`config.mk`:
```
export PLATFORM = sky130hd
export DESIGN_NAME = ext_bus_arbiter
export DESIGN_NICKNAME = d
export VERILOG_FILES = /design/src/rtl/ext_bus_pkg.sv /design/src/rtl/wait_timer.sv /design/src/rtl/ext_bus_arbiter.sv
export SDC_FILE = /design/constraint.sdc
export NUM_CORES = 1
export LEC_CHECK = 0
export ABC_AREA = 0
export BUFFER_PORTS_ARGS = -buffer_cell sky130_fd_sc_hd__buf_2
export CAP_MARGIN = 40
export CORE_MARGIN = 1
export CORE_UTILIZATION = 49
export CTS_BUF_LIST = sky130_fd_sc_hd__clkbuf_4 sky130_fd_sc_hd__clkbuf_8
export DETAILED_ROUTE_END_ITERATION = 7
export GPL_ROUTABILITY_DRIVEN = 0
export GPL_TIMING_DRIVEN = 0
export MAX_ROUTING_LAYER = met4
export PLACE_DENSITY = 0.79
export SLEW_MARGIN = 15
export SYNTH_ARGS = -nofsm -noshare
export SYNTH_HDL_FRONTEND = slang
export SYNTH_HIERARCHICAL = 1
export SYNTH_SLANG_ARGS = --single-unit
export TNS_END_PERCENT = 1
```
`constraint.sdc`:
```
create_clock -name clk -period 2.2 [get_ports clk]
set_input_delay 0.33 -clock clk [delete_from_list [all_inputs] [get_ports clk]]
set_output_delay 0.33 -clock clk [all_outputs]
set_load 0.01 [all_outputs]
```
`src/rtl/ext_bus_pkg.sv`:
```
// Shared types and widths for the external Arduino bus arbiter.
package ext_bus_pkg;

  localparam int unsigned BYTE_W = 8;
  localparam int unsigned ADDR_W = 16;

  typedef enum logic [3:0] {
    IDLE,
    WAIT_RDY,
    ADDR_HI,
    ADDR_LO,
    DATA_HI,
    DATA_LO,
    WAIT_RESP,
    RESP_HI,
    RESP_LO,
    DONE
  } arb_state_t;

  typedef enum logic {REQ_FETCH, REQ_MEM} req_id_t;

endpackage

```
`src/rtl/wait_timer.sv`:
```
// Host-wait watchdog: counts enabled cycles and flags the TIMEOUT-th waiting cycle.
module wait_timer #(
  parameter int unsigned TIMEOUT = 1023
) (
  input  logic clk,
  input  logic rst,
  input  logic clear,
  input  logic en,
  output logic expired
);

  localparam int unsigned CntW = $clog2(TIMEOUT + 1);
  localparam logic [CntW-1:0] CntMax  = CntW'(TIMEOUT);
  localparam logic [CntW-1:0] CntLast = CntW'(TIMEOUT - 1);

  logic [CntW-1:0] r_count;

  always_ff @(posedge clk) begin
    if (rst || clear) begin
      r_count <= '0;
    end else if (en && (r_count != CntMax)) begin
      r_count <= r_count + CntW'(1);
    end
  end

  // The count holds completed wait cycles, so the current cycle is the TIMEOUT-th at CntLast.
  assign expired = en && (r_count >= CntLast);

endmodule

```
`src/rtl/ext_bus_arbiter.sv`:
```
// Round-robin arbiter between fetch and load/store for the 8-bit Arduino host link.
module ext_bus_arbiter
  import ext_bus_pkg::*;
#(
  parameter int unsigned TIMEOUT = 1023
) (
  input  logic              clk,
  input  logic              rst,
  input  logic              fetch_req,
  input  logic [ADDR_W-1:0] fetch_addr,
  output logic              fetch_gnt,
  output logic              fetch_done,
  input  logic              mem_req,
  input  logic              mem_we,
  input  logic [ADDR_W-1:0] mem_addr,
  input  logic [ADDR_W-1:0] mem_wdata,
  output logic              mem_gnt,
  output logic              mem_done,
  output logic [ADDR_W-1:0] rdata,
  output logic              txn_err,
  output logic              err_sticky,
  input  logic              ard_receive_ready,
  input  logic              ard_data_ready,
  input  logic [BYTE_W-1:0] bus_in,
  output logic [BYTE_W-1:0] bus_out,
  output logic              bus_oe,
  output logic              bus_we,
  output logic              busy
);

  arb_state_t        r_state, w_next;
  req_id_t           r_owner, r_last;
  logic [ADDR_W-1:0] r_addr, r_wdata, r_rdata;
  logic              r_we, r_err, r_sticky;

  logic w_idle, w_pick_mem, w_gnt_fetch, w_gnt_mem;
  logic w_waiting, w_expired;

  // Grant is Mealy in IDLE; suppressed while rst is high so reset cycles show all-zero outputs.
  assign w_idle      = (r_state == IDLE) && !rst;
  assign w_pick_mem  = mem_req && (!fetch_req || (r_last == REQ_FETCH));
  assign w_gnt_mem   = w_idle && w_pick_mem;
  assign w_gnt_fetch = w_idle && fetch_req && !w_pick_mem;

  assign w_waiting = (r_state == WAIT_RDY) || (r_state == WAIT_RESP);

  wait_timer #(
    .TIMEOUT(TIMEOUT)
  ) u_wait_timer (
    .clk    (clk),
    .rst    (rst),
    .clear  (!w_waiting),
    .en     (w_waiting),
    .expired(w_expired)
  );

  always_comb begin
    w_next = r_state;
    case (r_state)
      IDLE:      if (w_gnt_fetch || w_gnt_mem) w_next = WAIT_RDY;
      WAIT_RDY: begin
        if (ard_receive_ready) w_next = ADDR_HI;
        else if (w_expired)    w_next = DONE;
      end
      ADDR_HI:   w_next = ADDR_LO;
      ADDR_LO:   w_next = r_we ? DATA_HI : WAIT_RESP;
      DATA_HI:   w_next = DATA_LO;
      DATA_LO:   w_next = DONE;
      WAIT_RESP: begin
        if (ard_data_ready) w_next = RESP_LO;
        else if (w_expired) w_next = DONE;
      end
      RESP_HI:   w_next = RESP_LO;
      RESP_LO:   w_next = DONE;
      DONE:      w_next = IDLE;
      default:   w_next = IDLE;
    endcase
  end

  always_ff @(posedge clk) begin
    if (rst) begin
      r_state  <= IDLE;
      r_owner  <= REQ_FETCH;
      r_last   <= REQ_FETCH;
      r_addr   <= '0;
      r_wdata  <= '0;
      r_rdata  <= '0;
      r_we     <= 1'b0;
      r_err    <= 1'b0;
      r_sticky <= 1'b0;
    end else begin
      r_state <= w_next;
      if (w_gnt_fetch) begin
        r_owner <= REQ_FETCH;
        r_addr  <= fetch_addr;
        r_we    <= 1'b0;
        r_wdata <= '0;
      end
      if (w_gnt_mem) begin
        r_owner <= REQ_MEM;
        r_addr  <= mem_addr;
        r_we    <= mem_we;
        r_wdata <= mem_wdata;
      end
      case (r_state)
        WAIT_RDY: begin
          if (!ard_receive_ready && w_expired) begin
            r_err    <= 1'b1;
            r_sticky <= 1'b1;
            r_rdata  <= '0;
          end
        end
        WAIT_RESP: begin
          if (ard_data_ready) begin
            r_rdata[15:8] <= bus_in;
          end else if (w_expired) begin
            r_err    <= 1'b1;
            r_sticky <= 1'b1;
            r_rdata  <= '0;
          end
        end
        RESP_LO: r_rdata[7:0] <= bus_in;
        DONE: begin
          r_last <= r_owner;
          r_err  <= 1'b0;
        end
        default: ;
      endcase
    end
  end

  always_comb begin
    bus_out = '0;
    bus_oe  = 1'b1;
    case (r_state)
      ADDR_HI: bus_out = r_addr[15:8];
      ADDR_LO: bus_out = r_addr[7:0];
      DATA_HI: bus_out = r_wdata[15:8];
      DATA_LO: bus_out = r_wdata[7:0];
      default: bus_oe  = 1'b0;
    endcase
  end

  assign busy       = (r_state != IDLE);
  assign bus_we     = busy && r_we;
  assign fetch_gnt  = w_gnt_fetch;
  assign mem_gnt    = w_gnt_mem;
  assign fetch_done = (r_state == DONE) && (r_owner == REQ_FETCH);
  assign mem_done   = (r_state == DONE) && (r_owner == REQ_MEM);
  assign txn_err    = (r_state == DONE) && r_err;
  assign rdata      = r_rdata;
  assign err_sticky = r_sticky;

endmodule

```
Word level (Yosys, flattened, before mapping)
Index checks and enable logic that the tools add are counted.
- add/sub/neg operators: 1
- order comparisons: 1
- equal/unequal tests: 15
- mux-type cells: 26
- bitwise gates (word level): 2
- reductions and logical operators: 33
- operators by type and width (cell ; count):
    $mux W16 ; 6
    $pmux W4 S8 ; 1
    $pmux W8 S4 ; 1
    $pmux W8 S3 ; 1
    $eq A4 B3 Y1 const B ; 4
    $mux W4 ; 4
    $mux W8 ; 2
    $pmux W8 S2 ; 1
    $logic_and A1 B1 Y1 ; 12
    $reduce_and A4 Y1 ; 3
    $add A10 B1 Y10 const B ; 1
    $ge A10 B10 Y1 const B ; 1
    $ne A10 B10 Y1 const B ; 1
    $eq A4 B2 Y1 const B ; 2
    $eq A4 B4 Y1 const B ; 2
    $mux W1 ; 7
    $reduce_bool A3 Y1 ; 2
    $logic_not A1 Y1 ; 5
    $eq A4 B1 Y1 const B ; 1
    $logic_not A4 Y1 ; 1
    $logic_or A1 B1 Y1 ; 4
    $ne A2 B1 Y1 const B ; 2
    $ne A2 B2 Y1 const B ; 2
    $reduce_bool A2 Y1 ; 2
    other kinds (9) ; 10
- register bits after elaboration: 67
- input port bits: 63
- output and inout bits: 33

Depth between registers and ports, before layout
- depth in word-level cells: 8
- mapped depth: 10

Modules after synthesis
The synthesis kept the hierarchy.
- modules (own cells, without submodules) (module ; times used ; cells each ; area each (um^2) ; seq. area each (um^2)):
    ext_bus_arbiter ; 1 ; 319 ; 2741.4 ; 1141.1
    wait_timer ; 1 ; 64 ; 581.8 ; 200.2

Worst setup path after synthesis
OpenSTA, ideal clock, no wires.
- path kind: register to register
- from: reg r_state[0]
- to: reg r_rdata[15] (netlist: rdata[15])
- arrival: 2.304 ns
- data required time: 2.079 ns
- path slack: -0.225 ns
- cell stages (with the launch flop): 10
- clock period less this slack: 2.425 ns
- cells stage by stage: dfxtp_1 -> buf_2 -> buf_2 -> nand3b_1 -> a21oi_1 -> o21ai_0 -> nor2_1 -> nor4bb_1 -> o2bb2ai_1 -> a2bb2o_1
- word-level cells in the longest chain between the ends: 6
- elaborated cells on any way between the ends: 10
- ends and longest elaborated chain (element ; RTL line ; RTL):
    start: declaration ; ext_bus_arbiter.sv:31 ; arb_state_t r_state, w_next;
    start signal: assignment ; ext_bus_arbiter.sv:92 ; r_state <= w_next;
    $eq A4 B1 Y1 or $eq A4 B3 Y1 (tied branches) ; ext_bus_arbiter.sv:45 ; assign w_waiting = (r_state == WAIT_RDY) || (r_state == WAIT_RESP);
    $logic_or A1 B1 Y1 (*) ; ext_bus_arbiter.sv:45 ;
    via w_waiting ; ext_bus_arbiter.sv:37 ; logic w_waiting, w_expired;
    $logic_and A1 B1 Y1 (*) ; wait_timer.sv:27 ; assign expired = en && (r_count >= CntLast);
    via w_expired ; ext_bus_arbiter.sv:37 ;
    $logic_and A1 B1 Y1 ; ext_bus_arbiter.sv:107 ; if (!ard_receive_ready && w_expired) begin
    $ne A2 B1 Y1 (no line) ; -- ;
    $reduce_and A3 Y1 (no line) (*) ; -- ;
    end signal: assignment ; ext_bus_arbiter.sv:115 ; r_rdata[15:8] <= bus_in;
    end: declaration ; ext_bus_arbiter.sv:33 ; logic [ADDR_W-1:0] r_addr, r_wdata, r_rdata;
The timed path passes the listed nets; every way through them passes the cells marked *.
A chain may end at the register's enable or synchronous reset.

Final worst setup path
- from: reg r_state[0]
- to: out bus_out[2]
- word-level cells in the longest chain between the ends: 2
- elaborated cells on any way between the ends: 5
- ends and longest elaborated chain (element ; RTL line ; RTL):
    $eq A4 B3 Y1 or $eq A4 B2 Y1 (tied branches) ; ext_bus_arbiter.sv:135 ; case (r_state)
    $pmux W8 S4 (*) ; ext_bus_arbiter.sv:135 ;
    end: declaration ; ext_bus_arbiter.sv:25 ; output logic [BYTE_W-1:0] bus_out,
Mark *: on every way between the ends. The rest lies on a longest branch, timed or not.

==> impl_metrics.env <==
export IMPL_netlist_instances=383
export IMPL_seq_area_um2=1344
export IMPL_vias_per_cell=5.995
export IMPL_fin_skew_ps=8.806
export IMPL_row_count=29
export IMPL_cpLargestDelayFamily="buffers and inverters"
export IMPL_post_route_util_pct=69.37
export IMPL_fin_crit_ps=2248
export IMPL_grt_pass1_wl_um=15010
export IMPL_drt_iter0_markers=308
export IMPL_cts_sinks=67
export IMPL_fin_tns_setup_ps=-70.48
export IMPL_crit_chain="buf_6 > buf_8 > nor3b_4 > a22oi_1 > o21ai_1 > buf_2"
export IMPL_grt_max_degree=13
export IMPL_cp_arrival_ps=1920
export IMPL_area_growth_pct=34.83
export IMPL_ys_flop_type="dfxtp_1"
export IMPL_min_period_over_period_pct=102.2
export IMPL_violations="design-rule violations, negative setup slack"
export IMPL_ant_nets=0
export IMPL_die_height_um=84.35
export IMPL_start_kind="register"
export IMPL_clkSlewWorstSetupHoldPaths_ps=80
export IMPL_cts_root_buf="clkbuf_8"
export IMPL_first_pass_iters=7
export IMPL_cts_buffers=9
export IMPL_crit_required_ps=1870
export IMPL_setup_viol=2
export IMPL_critPathLaunch="r_state[0]$_SDFFE_PP0P_"
export IMPL_ir_worst_vdd_v=0.0004919
export IMPL_core_um2=6459
export IMPL_leakagePower_nw=1.877
export IMPL_reg2regPathDepth=10
export IMPL_fill_cells=503
export IMPL_ioPinCount=96
export IMPL_seq_area_frac_synth_pct=40.36
export IMPL_drv_slew=0
export IMPL_tightest_slew_ps=581.3
export IMPL_fin_ws_ps=-47.97
export IMPL_drc=6
export IMPL_cts_hold_buf=0
export IMPL_hold_depth=2
export IMPL_path_class="register to primary output"
export IMPL_dpl_cell_area_um2=3925
export IMPL_rsz0062_at_grt="yes"
export IMPL_end_kind="primary output"
export IMPL_n_antenna_cell=0
export IMPL_drive_above_1_share_pct=36.29
export IMPL_hold_path_startpoint="bus_in[4]"
export IMPL_grt_pass1_vias=3200
export IMPL_die_area_um2=7115
export IMPL_worst_r2r_startpoint="r_state[0]$_SDFFE_PP0P_"
export IMPL_antenna_found_initial=0
export IMPL_vias=3567
export IMPL_whs_ps=191.6
export IMPL_place_inst=555
export IMPL_cts_tree="done"
export IMPL_clk_latency_ps=350
export IMPL_initial_core_util_pct=51.45
export IMPL_grt_ovfl_total=0
export IMPL_critPathMaxStageDelay_ps=350
export IMPL_ys_async_sr_fraction_pct=0
export IMPL_wl_um=9962
export IMPL_wl_per_cell_um=16.74
export IMPL_crit_slowest_cell="dfxtp_2"
export IMPL_portBuffers=95
export IMPL_fmax_ghz=0.4448
export IMPL_critPathBufInv=3
export IMPL_yosys_warnings=6
export IMPL_cts_htree_levels=3
export IMPL_worstPathMaxFanout=6
export IMPL_multiInputGateArea_um2=1869
export IMPL_hold_viol=0
export IMPL_track_usage_pct=27.52
export IMPL_synth_area_um2=3323
export IMPL_run_status="finished, violations left"
export IMPL_rr_endpoint="rdata[9]$_SDFFE_PP0P_"
export IMPL_hp_class="input port to register"
export IMPL_die_width_um=84.35
export IMPL_nNetsFinal=578
export IMPL_rrSetupSlack_ps=90
export IMPL_maxCapViolations=0
export IMPL_synth_distinct_cells=65
export IMPL_cts_buffer_depth=2
export IMPL_synth_edf_count=0
export IMPL_hpwl_um=6562
export IMPL_p_per_area_nw_per_um2=699.8
export IMPL_stdcell_count=595
export IMPL_final_area_um2=4481
export IMPL_syn_num_nets=448
export IMPL_ys_ff_latch=67
export IMPL_maxSlewHeadroom_pct=61.08
export IMPL_min_to="rdata[12]$_SDFFE_PP0P_"
export IMPL_synth_avg_cell_area_um2=8.677
[where the power goes]
part | internal (mW) | leakage, nW | switching [mW]
logic | 0.298 | 1.22 | 0.352
clock network | 0.636 | 0.113 | 0.505
registers | 1.29 | 0.547 | 0.0547
[cells in the mapped netlist, types with 2 or more instances]
cell | instances | area (um^2)
dfxtp_1 | 67 | 1341
a41oi_2 | 2 | 32.53
nand4_1 | 2 | 12.51
nor3b_2 | 2 | 25.02
buf_2 | 10 | 50.05
xnor2_1 | 3 | 26.28
o2bb2ai_1 | 8 | 70.07
nand3_1 | 19 | 95.09
a311oi_1 | 16 | 140.1
nand2_1 | 40 | 150.1
nor2b_1 | 3 | 18.77
nor3_1 | 2 | 10.01
nor2_2 | 2 | 12.51
or3_1 | 3 | 18.77
a32oi_1 | 8 | 70.07
o21ai_1 | 18 | 90.09
a32o_1 | 8 | 80.08
ha_1 | 2 | 25.02
clkbuf_1 | 18 | 67.56
nand2b_1 | 8 | 50.05
and2_1 | 3 | 18.77
mux2i_1 | 4 | 40.04
a31oi_1 | 3 | 18.77
a22oi_1 | 8 | 60.06
a21oi_1 | 44 | 220.2
a211oi_1 | 3 | 22.52
and3_1 | 3 | 18.77
nor2_1 | 15 | 56.30
and4bb_2 | 2 | 25.02
o21ai_0 | 10 | 50.05
nor4bb_1 | 2 | 20.02
inv_1 | 8 | 30.03
buf_4 | 5 | 37.54
[what timing repair did]
| item | 4_1_cts | 5_1_grt |
|---|---|---|
| endpoints found under the setup margin | 29 | 34 |
| resized for setup | 17 | 33 |
| buffers inserted | 6 | 19 |
| pin swaps | 2 | 8 |
[cell type report]
class	instances	area share, %
Clock buffer	9	2.765
Multi-Input combinational cell	272	41.72
Buffer	34	5.027
Clock inverter	7	2.066
Timing Repair Buffer	120	15.53
Sequential cell	67	29.99
Tap cell	77	2.150
Inverter	9	0.7540
[how the worst max path moves through the flow]
stage | end | cells past startpoint | slack, ps
after floorplan | rdata[15]$_SDFFE_PP0P_ | 9 | 20
after global placement | rdata[15]$_SDFFE_PP0P_ | 9 | -250
after detailed placement | rdata[15]$_SDFFE_PP0P_ | 9 | -320
after CTS | rdata[15]$_SDFFE_PP0P_ | 9 | -90
after global routing | bus_out[2] | 6 | -110
final | bus_out[2] | 6 | -50
[metal layers]
layer,vias to the layer above,share of wire (%),GRT usage [%]
met3,29,7.7,5.703
met4,0,2.9,11.40
met5,-,0,-
met1,1675,42,35.07
met2,167,47,42.70
li1,1696,-,-
[flip-flops by register name (all words and copies together), names as in the netlist, 4 cells and up]
name                  count
r_addr                   16
u_wait_timer/r_count     10
r_state                   4
r_wdata                  16
rdata                    16
[cells by family (layout without fill, tap and decap cells)]
kind of cell,after synthesis,in the layout,share of synthesized area (%)
buf+inv,44,179,6.137
simple gates,120,120,20.44
flops,67,67,40.36
fa+ha+maj,2,2,0.7529
compound gates,143,143,30.31
xor+xnor,3,3,0.7908
mux,4,4,1.205
[layout by cell type (no fill, tap or decap), drive strengths merged, types with 9 or more instances in the layout]
| cell type | n |
|---|---|
| nand3 | 19 |
| clkbuf | 25 |
| inv | 9 |
| nor2 | 18 |
| a21oi | 44 |
| dfxtp | 67 |
| buf | 138 |
| a311oi | 16 |
| nand2 | 40 |
| o21ai | 28 |
[through the flow]
step / setup slack, ps / power, mW
CTS: -93.58 / 3.022
finish: -47.97 / 3.136
floorplan: 15.23 / 1.700
global placement: -254.5 / 1.866
detailed placement: -317.2 / 1.876
global route: -112.3 / 3.258
[worst register-to-register path, stage by stage (launching register included)]
cell	delay (ps)
dfxtp_2	350
buf_6	140
buf_8	130
nand3b_1	190
a21oi_2	200
o21ai_1	100
nor2_2	200
nor4bb_4	290
o2bb2ai_4	180
buf_4	170
o2bb2ai_1	60
No activity file was read; power rests on OpenSTA's default activity.
